File: config.mk
export PLATFORM = sky130hd
export DESIGN_NAME = spi_target_regs_flat
export DESIGN_NICKNAME = d
export VERILOG_FILES = /design/src/rtl/spi_target_pkg.sv /design/src/rtl/spi_target_regs_if.sv /design/src/rtl/spi_sync_edge.sv /design/src/rtl/spi_target_regs.sv /design/src/flat_wrapper.sv
export SDC_FILE = /design/constraint.sdc
export NUM_CORES = 1
export LEC_CHECK = 0
export ABC_AREA = 0
export CAP_MARGIN = 15
export CORE_UTILIZATION = 40
export DETAILED_ROUTE_END_ITERATION = 12
export GPL_ROUTABILITY_DRIVEN = 1
export PLACE_DENSITY = 0.67
export SYNTH_ARGS = -nofsm -noshare
export SYNTH_HDL_FRONTEND = slang
export SYNTH_SLANG_ARGS = --single-unit
File: constraint.sdc
create_clock -name wb_clk_i -period 2.9 [get_ports wb_clk_i]
set_clock_uncertainty 0.05 [all_clocks]
set_input_delay 0.87 -clock wb_clk_i [delete_from_list [all_inputs] [get_ports wb_clk_i]]
set_output_delay 0.87 -clock wb_clk_i [all_outputs]
set_load 0.005 [all_outputs]
File: src/rtl/spi_target_pkg.sv
// Shared types and constants for the SPI register target.
package spi_target_pkg;

    localparam int NREG          = 8;
    localparam int ADDR_W        = 3;
    localparam int CMD_WRITE_BIT = 7;
    localparam logic [ADDR_W-1:0] STATUS_ADDR = ADDR_W'(7);

    // Frame state of the target; exported on the debug port as well.
    typedef enum logic [1:0] {
        ST_IDLE     = 2'd0,
        ST_CMD      = 2'd1,
        ST_DATA     = 2'd2,
        ST_WAIT_CSB = 2'd3
    } state_t;

endpackage

File: src/rtl/spi_target_regs_if.sv
// Pin-level bundle between the wrapper's SPI master and the register target.
//
// Handshake: wr_stb_o is a one-cycle valid with no ready (the target never
// stalls). In the cycle wr_stb_o is high, wr_addr_o names the register just
// written and regs_o already holds the new byte. All SPI inputs are
// asynchronous to the core clock; dbg_state mirrors the frame FSM.
interface spi_target_regs_if;
    import spi_target_pkg::*;

    logic                  spi_csb_i;
    logic                  spi_sck_i;
    logic                  spi_mosi_i;
    logic                  spi_miso_o;
    logic                  spi_misoenb_o;
    logic [7:0]            status_i;
    logic [8*(NREG-1)-1:0] regs_o;
    logic                  wr_stb_o;
    logic [ADDR_W-1:0]     wr_addr_o;
    state_t                dbg_state;

    modport slave (
        input  spi_csb_i, spi_sck_i, spi_mosi_i, status_i,
        output spi_miso_o, spi_misoenb_o, regs_o, wr_stb_o, wr_addr_o, dbg_state
    );

    modport master (
        output spi_csb_i, spi_sck_i, spi_mosi_i, status_i,
        input  spi_miso_o, spi_misoenb_o, regs_o, wr_stb_o, wr_addr_o, dbg_state
    );

endinterface

File: src/rtl/spi_sync_edge.sv
// Two-flop synchroniser with registered rise/fall pulses. A pin edge shows
// up as a one-cycle pulse three core cycles later. All flops reset to 0, so
// a high input seen after reset produces a rise pulse and a low input does
// not produce a fall.
module spi_sync_edge (
    input  logic clk,
    input  logic rst,
    input  logic din,
    output logic sync,
    output logic rise,
    output logic fall
);

    logic meta_q;
    logic sync_q;
    logic prev_q;

    // Synchronise the pin and compare against its previous value.
    always_ff @(posedge clk) begin
        if (rst) begin
            meta_q <= 1'b0;
            sync_q <= 1'b0;
            prev_q <= 1'b0;
            rise   <= 1'b0;
            fall   <= 1'b0;
        end else begin
            meta_q <= din;
            sync_q <= meta_q;
            prev_q <= sync_q;
            rise   <= sync_q & ~prev_q;
            fall   <= ~sync_q & prev_q;
        end
    end

    assign sync = sync_q;

endmodule

File: src/rtl/spi_target_regs.sv
// SPI mode-0 target giving the wrapper's SPI master access to seven control
// registers and one read-only status byte. Lines are oversampled in the core
// clock domain; byte 0 of a frame is the command, later bytes are data with
// an auto-incrementing, wrapping address.
module spi_target_regs
    import spi_target_pkg::*;
(
    input  logic             wb_clk_i,
    input  logic             wb_rst_i,
    spi_target_regs_if.slave bus
);

    logic csb_sync, csb_rise, csb_fall;
    logic sck_rise, sck_fall, sck_sync_unused;
    logic mosi_sync, mosi_rise_unused, mosi_fall_unused;

    spi_sync_edge u_csb (
        .clk (wb_clk_i), .rst (wb_rst_i), .din (bus.spi_csb_i),
        .sync(csb_sync), .rise(csb_rise), .fall(csb_fall)
    );

    spi_sync_edge u_sck (
        .clk (wb_clk_i), .rst (wb_rst_i), .din (bus.spi_sck_i),
        .sync(sck_sync_unused), .rise(sck_rise), .fall(sck_fall)
    );

    spi_sync_edge u_mosi (
        .clk (wb_clk_i), .rst (wb_rst_i), .din (bus.spi_mosi_i),
        .sync(mosi_sync), .rise(mosi_rise_unused), .fall(mosi_fall_unused)
    );

    state_t              state, state_nxt;
    logic [2:0]          bit_cnt;
    logic [6:0]          shift_in;
    logic [7:0]          byte_in;
    logic [ADDR_W-1:0]   addr;
    logic                is_write;
    logic                load_pending;
    logic [6:0]          shift_out;
    logic                miso_q;
    logic [7:0]          rd_byte;
    logic [7:0]          regs [NREG-1];
    logic [8*(NREG-1)-1:0] regs_flat;
    logic                wr_stb;
    logic [ADDR_W-1:0]   wr_addr;
    logic                in_frame;
    logic                byte_done;

    // A CSB rise pulse outranks any SCK edge in the same cycle.
    assign in_frame  = (state == ST_CMD) || (state == ST_DATA);
    assign byte_in   = {shift_in, mosi_sync};
    assign byte_done = in_frame && !csb_rise && sck_rise && (bit_cnt == 3'd7);

    // Frame state register; reset parks in WAIT_CSB so a frame cut by reset
    // is ignored until CSB is seen high.
    always_ff @(posedge wb_clk_i) begin
        if (wb_rst_i) state <= ST_WAIT_CSB;
        else          state <= state_nxt;
    end

    // Next-state logic.
    always_comb begin
        state_nxt = state;
        if (csb_rise) begin
            state_nxt = ST_IDLE;
        end else begin
            case (state)
                ST_IDLE:     if (csb_fall)  state_nxt = ST_CMD;
                ST_CMD:      if (byte_done) state_nxt = ST_DATA;
                ST_DATA:     state_nxt = ST_DATA;
                ST_WAIT_CSB: if (csb_sync)  state_nxt = ST_IDLE;
                default:     state_nxt = ST_WAIT_CSB;
            endcase
        end
    end

    // Read source for the current address: status at the top slot.
    always_comb begin
        rd_byte = bus.status_i;
        for (int i = 0; i < NREG - 1; i++) begin
            if (addr == ADDR_W'(i)) rd_byte = regs[i];
        end
    end

    // Bit counting, command decode, address stepping and MISO shifting.
    always_ff @(posedge wb_clk_i) begin
        if (wb_rst_i) begin
            bit_cnt      <= '0;
            shift_in     <= '0;
            addr         <= '0;
            is_write     <= 1'b0;
            load_pending <= 1'b0;
            shift_out    <= '0;
            miso_q       <= 1'b0;
        end else if (!in_frame || csb_rise) begin
            bit_cnt      <= '0;
            load_pending <= 1'b0;
            shift_out    <= '0;
            miso_q       <= 1'b0;
        end else if (sck_rise) begin
            shift_in <= byte_in[6:0];
            bit_cnt  <= bit_cnt + 3'd1;
            if (bit_cnt == 3'd7) begin
                load_pending <= 1'b1;
                if (state == ST_CMD) begin
                    is_write <= byte_in[CMD_WRITE_BIT];
                    addr     <= byte_in[ADDR_W-1:0];
                end else begin
                    addr <= addr + ADDR_W'(1);
                end
            end
        end else if (sck_fall) begin
            load_pending <= 1'b0;
            if (load_pending && !is_write) begin
                shift_out <= rd_byte[6:0];
                miso_q    <= rd_byte[7];
            end else begin
                shift_out <= {shift_out[5:0], 1'b0};
                miso_q    <= shift_out[6];
            end
        end
    end

    // Register file write and strobe; bytes aimed at the status slot vanish.
    always_ff @(posedge wb_clk_i) begin
        if (wb_rst_i) begin
            for (int i = 0; i < NREG - 1; i++) regs[i] <= '0;
            wr_stb  <= 1'b0;
            wr_addr <= '0;
        end else begin
            wr_stb <= 1'b0;
            if (byte_done && state == ST_DATA && is_write && addr != STATUS_ADDR) begin
                for (int i = 0; i < NREG - 1; i++) begin
                    if (addr == ADDR_W'(i)) regs[i] <= byte_in;
                end
                wr_stb  <= 1'b1;
                wr_addr <= addr;
            end
        end
    end

    // Flatten registers for the output bus, register 0 in the low byte.
    always_comb begin
        regs_flat = '0;
        for (int i = 0; i < NREG - 1; i++) regs_flat[i*8 +: 8] = regs[i];
    end

    assign bus.regs_o        = regs_flat;
    assign bus.wr_stb_o      = wr_stb;
    assign bus.wr_addr_o     = wr_addr;
    assign bus.spi_misoenb_o = !in_frame;
    assign bus.spi_miso_o    = in_frame & miso_q;
    assign bus.dbg_state     = state;

endmodule

File: src/flat_wrapper.sv
// flat-port wrapper written by rule: the top's interface ports become plain ports
module spi_target_regs_flat import spi_target_pkg::*;
  (wb_clk_i, wb_rst_i, bus_spi_csb_i, bus_spi_sck_i, bus_spi_mosi_i, bus_status_i, bus_spi_miso_o, bus_spi_misoenb_o, bus_regs_o, bus_wr_stb_o, bus_wr_addr_o, bus_dbg_state);
  spi_target_regs_if bus_i ();
  input  logic wb_clk_i;
  input  logic wb_rst_i;
  input wire logic [$bits(bus_i.spi_csb_i)-1:0] bus_spi_csb_i;
  input wire logic [$bits(bus_i.spi_sck_i)-1:0] bus_spi_sck_i;
  input wire logic [$bits(bus_i.spi_mosi_i)-1:0] bus_spi_mosi_i;
  input wire logic [$bits(bus_i.status_i)-1:0] bus_status_i;
  output wire logic [$bits(bus_i.spi_miso_o)-1:0] bus_spi_miso_o;
  output wire logic [$bits(bus_i.spi_misoenb_o)-1:0] bus_spi_misoenb_o;
  output wire logic [$bits(bus_i.regs_o)-1:0] bus_regs_o;
  output wire logic [$bits(bus_i.wr_stb_o)-1:0] bus_wr_stb_o;
  output wire logic [$bits(bus_i.wr_addr_o)-1:0] bus_wr_addr_o;
  output wire logic [$bits(bus_i.dbg_state)-1:0] bus_dbg_state;
  assign bus_i.spi_csb_i = bus_spi_csb_i;
  assign bus_i.spi_sck_i = bus_spi_sck_i;
  assign bus_i.spi_mosi_i = bus_spi_mosi_i;
  assign bus_i.status_i = bus_status_i;
  assign bus_spi_miso_o = bus_i.spi_miso_o;
  assign bus_spi_misoenb_o = bus_i.spi_misoenb_o;
  assign bus_regs_o = bus_i.regs_o;
  assign bus_wr_stb_o = bus_i.wr_stb_o;
  assign bus_wr_addr_o = bus_i.wr_addr_o;
  assign bus_dbg_state = bus_i.dbg_state;
  spi_target_regs u_core (.wb_clk_i(wb_clk_i), .wb_rst_i(wb_rst_i), .bus(bus_i));
endmodule
[Word-level counts from Yosys, hierarchy flattened]
Memory sizes are Yosys's and may differ from the RTL's.
Cells that the tools add are included.
Storage, ports and cells
  register bits: 41
  bits in read-only memories: 0
  memories kept: 1
  word-level logic and storage cells: 136
  bits in latches: 0
  bits in writable memories: 56
  bits of input ports: 13
Memories
  u_core.regs: words 7, bits a word 8, read ports 7, clocked after Yosys merged registers in 0, write ports 7, RTL line spi_target_regs.sv:42  | logic [7:0] regs [NREG-1];
Cells by class
  eq/ne operators: 15
  reduce and logical (&&, ||, !) cells: 22
  $lt $le $gt $ge: 0
  div/mod/pow operators: 0
  bitwise gates (word level): 18
  mux-type cells: 56
  shift-type cells: 0
  $mul: 0
  add/sub/neg operators: 2
Operators with widths (count)
  two-way mux 8 bit: 14
  two-way mux 1 bit: 35
  equality test 3 bit (second input constant): 4
  != test 3 bit (second input constant): 3
  two-way mux 2 bit: 4
  one-hot mux 2 bit (4 select lines): 1
  logical AND 1 bit: 7
  two-way mux 7 bit: 1
  bitwise OR 1 bit: 7
  adder 3 x 1 -> 3 bit (second input constant): 2
  equality test 3 x 2 -> 1 bit (second input constant): 2
  NOT 1 bit: 6
  AND reduction 2 bit: 3
  AND reduction 3 bit: 2
  bitwise AND 1 bit: 5
  equality test 2 bit (second input constant): 2
  AND reduction 4 bit: 1
  equality test 3 x 1 -> 1 bit (second input constant): 1
  zero test 1 bit: 3
  zero test 3 bit: 1
  two-way mux 3 bit: 1
  != test 3 x 2 -> 1 bit (second input constant): 1
  equality test 2 x 1 -> 1 bit (second input constant): 1
  zero test 2 bit: 1
  other kinds (4): 5

[Depth between registers and ports, before layout]
  depth after elaboration: 12
  mapped depth: 10
  depth with buffers taken out: 7

[By module]
Synthesis repeated with hierarchy kept, for this count alone.
Unflattened totals
  cell total of the unflattened synthesis: 443
  area total of the unflattened synthesis: 4610.7 um2
By module, submodules not included
  spi_target_regs: cells each 413, times used 1, seq. area each 2262.2 um2, area an instance 4209.0 um2
  spi_sync_edge: cells each 10, times used 3, seq. area each 100.1 um2, area an instance 133.9 um2

[Worst setup path before layout]
Ideal clock, no wire load.
  kind: register -> register
  start: register u_core.state[0] (netlist: u_core.bus.dbg_state[0])
  end: memory u_core.regs[6][0] (netlist: u_core.regs[0][48]) (enable)
  arrival time: 1944 ps
  path buffers: 0
  setup time: 375 ps
  period minus slack after synthesis: 2369 ps
  data required time: 2475 ps
  setup slack: 531 ps
  stages on the path, launching flop included: 7
  path through: dfxtp_1 -> inv_1 -> ha_1 -> inv_2 -> nor3_2 -> nand4b_1 -> o21bai_1
RTL lines
  start: declaration: RTL line spi_target_regs.sv:32  | state_t state, state_nxt;
  start signal: assignment: RTL line spi_target_regs.sv:58  | else state <= state_nxt;
  end: declaration: RTL line spi_target_regs.sv:42

[Worst setup path after layout]
  start: register u_core.state[1] (netlist: u_core.bus.dbg_state[1])
  end: output bus_spi_miso_o
On the way
  word-level cells in the longest chain between the ends: 3
  elaborated cells on any way between the ends: 4
  classes of those cells: eq/ne (2); bitwise (1); reduce/logical (1)
Ends and longest elaborated chain
  equality test 2 x 1 -> 1 bit / equality test 2 bit (equally long branches): RTL line spi_target_regs.sv:50  | assign in_frame = (state == ST_CMD) || (state == ST_DATA);
  logical OR 1 bit *: RTL line spi_target_regs.sv:50
  bitwise AND 1 bit *: RTL line spi_target_regs.sv:152  | assign bus.spi_miso_o = in_frame & miso_q;
  end: declaration: RTL line flat_wrapper.sv:11  | output wire logic [$bits(bus_i.spi_miso_o)-1:0] bus_spi_miso_o;
Mark *: on every way between the ends. The rest lies on a longest branch, timed or not.

==> impl_summary.txt <==
----------------------------------------------------
[Run status]
  Status ... complete, no violations

[Floorplanning]
  Die width ... 109 um
  Core ar. ... between 10000 and 15000 um2
  Number of placement rows ... 38
  Effective utilization at floorplan ... around two fifths
  Area enclosed by the die boundary ... between 10000 and 15000 um2
  Height of the chip ... 109 um
  Number of top-level design ports ... 77

[Detailed routing]
  Average via count per standard cell ... approximately 5.6
  Antenna-violating nets left ... 0
  Post-Route WL ... between 10000 and 15000 um
  Routed wire per std cell ... between 15 and 20 um
  Vias ... about 3800
  First drt pass iteration count ... 5
  Violation count after the first detailed-route iteration ... ~410
  Residual DRC ... 0

[Synthesis]
  Average cell area after synthesis ... around 10 um2
  Cell count after synthesis ... 453
  Number of enable flip-flop cells after synthesis ... 56
  Fraction of the yosys area taken by sequential cells ... ~55%
  Share of synthesized flip-flops with an asynchronous set or reset ... 0%
  Synthesized flop and latch total ... 97
  Yosys cell types ... 47
  Yosys warning total ... 0
  Post-synth top flop ... edfxtp_1
  Synth Net Count ... approximately 480
  Netlist area before placement ... 4550 um2

[Global routing]
  Met2 layer usage reported by global route ... a little over a third
  Initial antenna violation count ... 0
  Largest net degree at the start of global routing ... 24
  Layer with the highest usage after global routing ... met2
  Overall routing resource usage ... between 20% and 30%
  Met3 GRT Util ... 3.59%
  Wire length of the first global-routing pass ... approximately 20000 um
  Overflow after GRT ... 0
  Met1 Resource Use GR ... 33.1%
  Via count of the first global-routing pass ... ~3500

[Final layout]
  Fraction of layout cells with a size suffix above 1 ... roughly 8.2%
  Post-route core utilization ... 52.6%
  Ant. Diodes ... 0
  NumNets Final ... around 560
  Post-Layout Cell Count ... between 600 and 700
  Area overhead of the layout relative to synthesis ... 26.9%

[Critical path]
  Worst path required time ... 1.98 ns
  Max stage delay cell, worst path ... clkdlybuf4s50_1
  Critical path start-end classification ... reg -> out
  Type of element capturing the critical path ... output port
  Crit path launch type ... flip-flop
  Endpoint arrival time on the critical path ... 1.84 ns
  Crit Path Max Fanout ... 5
  Sequence of cells on the critical path ... inv_1 -> ha_4 -> and2_1 -> clkdlybuf4s50_1
  Worst path max stage delay ... 0.51 ns

[Clock network]
  Count of buffers added by post-CTS timing repair for setup ... 0
  Number of buffers between clock root and the deepest sink ... 2
  Htree depth ... 3
  Number of buffers inserted by hold repair at cts ... 0
  CTS Buf Count ... 9
  Clock Latency Late Sink ... ~0.34 ns
  Clock tree from TritonCTS ... yes
  Cell chosen for the clock root ... clkbuf_16
  Num Clock Sinks ... just under 100
  Clock slew seen by the registers of the worst setup and hold paths ... 0.07 ns

[Placement]
  Number of placed instances with taps included ... 659
  Half-perimeter wire length of the detailed placement result ... around 9800 um
  Routability Congestion ... between 0.8 and 0.9
  Number of port buffers ... 76

[Flow run]
  Maxcap violations ... 0

[Timing]
  Setup repair after global routing missed its margin ... false
  Final worst path period share ... a little over nine tenths
  Final Slew Violations ... 0
  Minimum clock period after layout ... 2.76 ns
  Hold Fails Final Rpt ... 0
  Sum of negative setup slack ... 0 ns
  Highest attainable clock frequency ... roughly 360 MHz
  Final Setup Violations ... 0
  Worst-case headroom to the max-slew limit ... a little over two fifths
  Slew of the pin with the lowest slew margin ... around 0.85 ns

[Power]
  Overall power of the completed layout ... 0.00314 W
  Power per Cell Area ... ~540 nW/um2
  Static Leakage ... between 2 and 2.5 nW
  Peak ir drop on the vdd network ... between 0.3 and 0.4 mV

[Min path]
  Worst min-delay path class ... reg -> reg

----------------------------------------------------
==> final timing paths <==
path	from	end	slack [ns]	cells after the start
setup / recovery	u_core.bus.dbg_state[1]	bus_spi_miso_o	0.14	4
hold / removal	u_core.u_sck.prev_q	u_core.u_sck.rise	0.36	1
setup reg to reg	u_core.addr[0]	u_core.regs[0][51]	0.37	4
hold reg to reg	u_core.u_sck.prev_q	u_core.u_sck.rise	0.36	1
==> kinds of logic after synthesis <==
| group | count (synthesis) | share of synthesized area (%) |
|---|---|---|
| AOI/OAI and AO/OA | 102 | 14.5 |
| xor gates and xnor gates | 1 | 0.192 |
| adders and majority gates | 12 | 3.30 |
| buffers and inverters | 44 | 4.21 |
| DFF | 97 | 55.0 |
| muxes | 11 | 2.42 |
| and+or+nand+nor | 186 | 20.4 |
==> area by class of cell <==
cell class / instances / area [um2]
Clock buffer: 11 / 254
Clock inverter: 5 / 28.8
Fill cell: 1012 / 5210
Inverter: 19 / 71.3
Multi-Input combinational cell: 312 / 1870
Sequential cell: 97 / 2500
Tap cell: 140 / 175
Timing Repair Buffer: 91 / 873
==> power by group <==
part	switching [W]	total, W	internal, W
Combinational	0.000215	0.000435	0.000219
Sequential	0.0000555	0.00157	0.00151
Clock	0.000505	0.00114	0.000630
==> routing by layer <==
metal,vias to the layer above,routed length [um]
met5,-,0
met4,0,318
met3,20,1120
met2,204,6160
met1,1784,5800
li1,1762,-
==> repair_timing <==
action                                  4_1_cts  5_1_grt
endpoints found under the hold margin         0        0
gates resized for setup                       0        2
endpoints found under the setup margin        0        1
==> cells in the final DEF (no fill, tap or decap), drive strengths merged, types with 12 or more instances in the layout <==
cell / n
clkdlybuf4s50: 76
o21ai: 24
nand2b: 19
nor2b: 15
ha: 12
buf: 15
dfxtp: 41
nand2: 45
edfxtp: 56
a21oi: 28
nor2: 73
inv: 21
==> through the flow <==
stage | worst slack (ns) | instance area, um2 | hold WS, ns
after global routing | 0.0663 | 5780 | 0.385
final | 0.140 | 5780 | 0.361
after detailed placement | 0.324 | 5480 | 0.354
after global placement | 0.358 | 5480 | 0.342
after CTS | 0.0227 | 5760 | 0.362
after floorplan | 0.531 | 4550 | 0.333
==> worst max-delay path, delay by kind of cell (launching register included) <==
family | cells | cell delay, ns
and+or+nand+nor | 1 | 0.15
adders and majority gates | 1 | 0.33
buffers and inverters | 2 | 0.63
DFF | 1 | 0.39
==> cell usage after synthesis (3+ instances only) <==
cell type  count  area, um2
nand2_2        6       37.5
o2111ai_1      5       43.8
o21bai_1       3       22.5
a21oi_1       28        140
buf_2          9       45.0
nor3_1         6       30.0
clkbuf_1      14       52.6
nand2b_1      19        119
nand3_1       10       50.1
nor2b_1       15       93.8
inv_1         18       67.6
o211a_1        4       40.0
a221oi_1       3       26.3
and2_1         3       18.8
o221ai_1       6       52.6
nand2_1       39        146
dfxtp_1       41        821
ha_1          12        150
o21a_1         4       30.0
nor2_1        73        274
o21ai_0       24        120
mux2i_1       11        110
o22ai_1        9       56.3
edfxtp_1      56       1680
a211oi_1       4       30.0
==> sequential cells by signal, indices dropped and copies added, names as in the netlist, 2 cells and up <==
signal / cells
u_core.addr: 3
u_core.shift_out: 7
u_core.bus.dbg_state: 2
u_core.bit_cnt: 3
u_core.regs: 56
u_core.bus.wr_addr_o: 3
u_core.shift_in: 7
(Power assumes the default switching activity.)
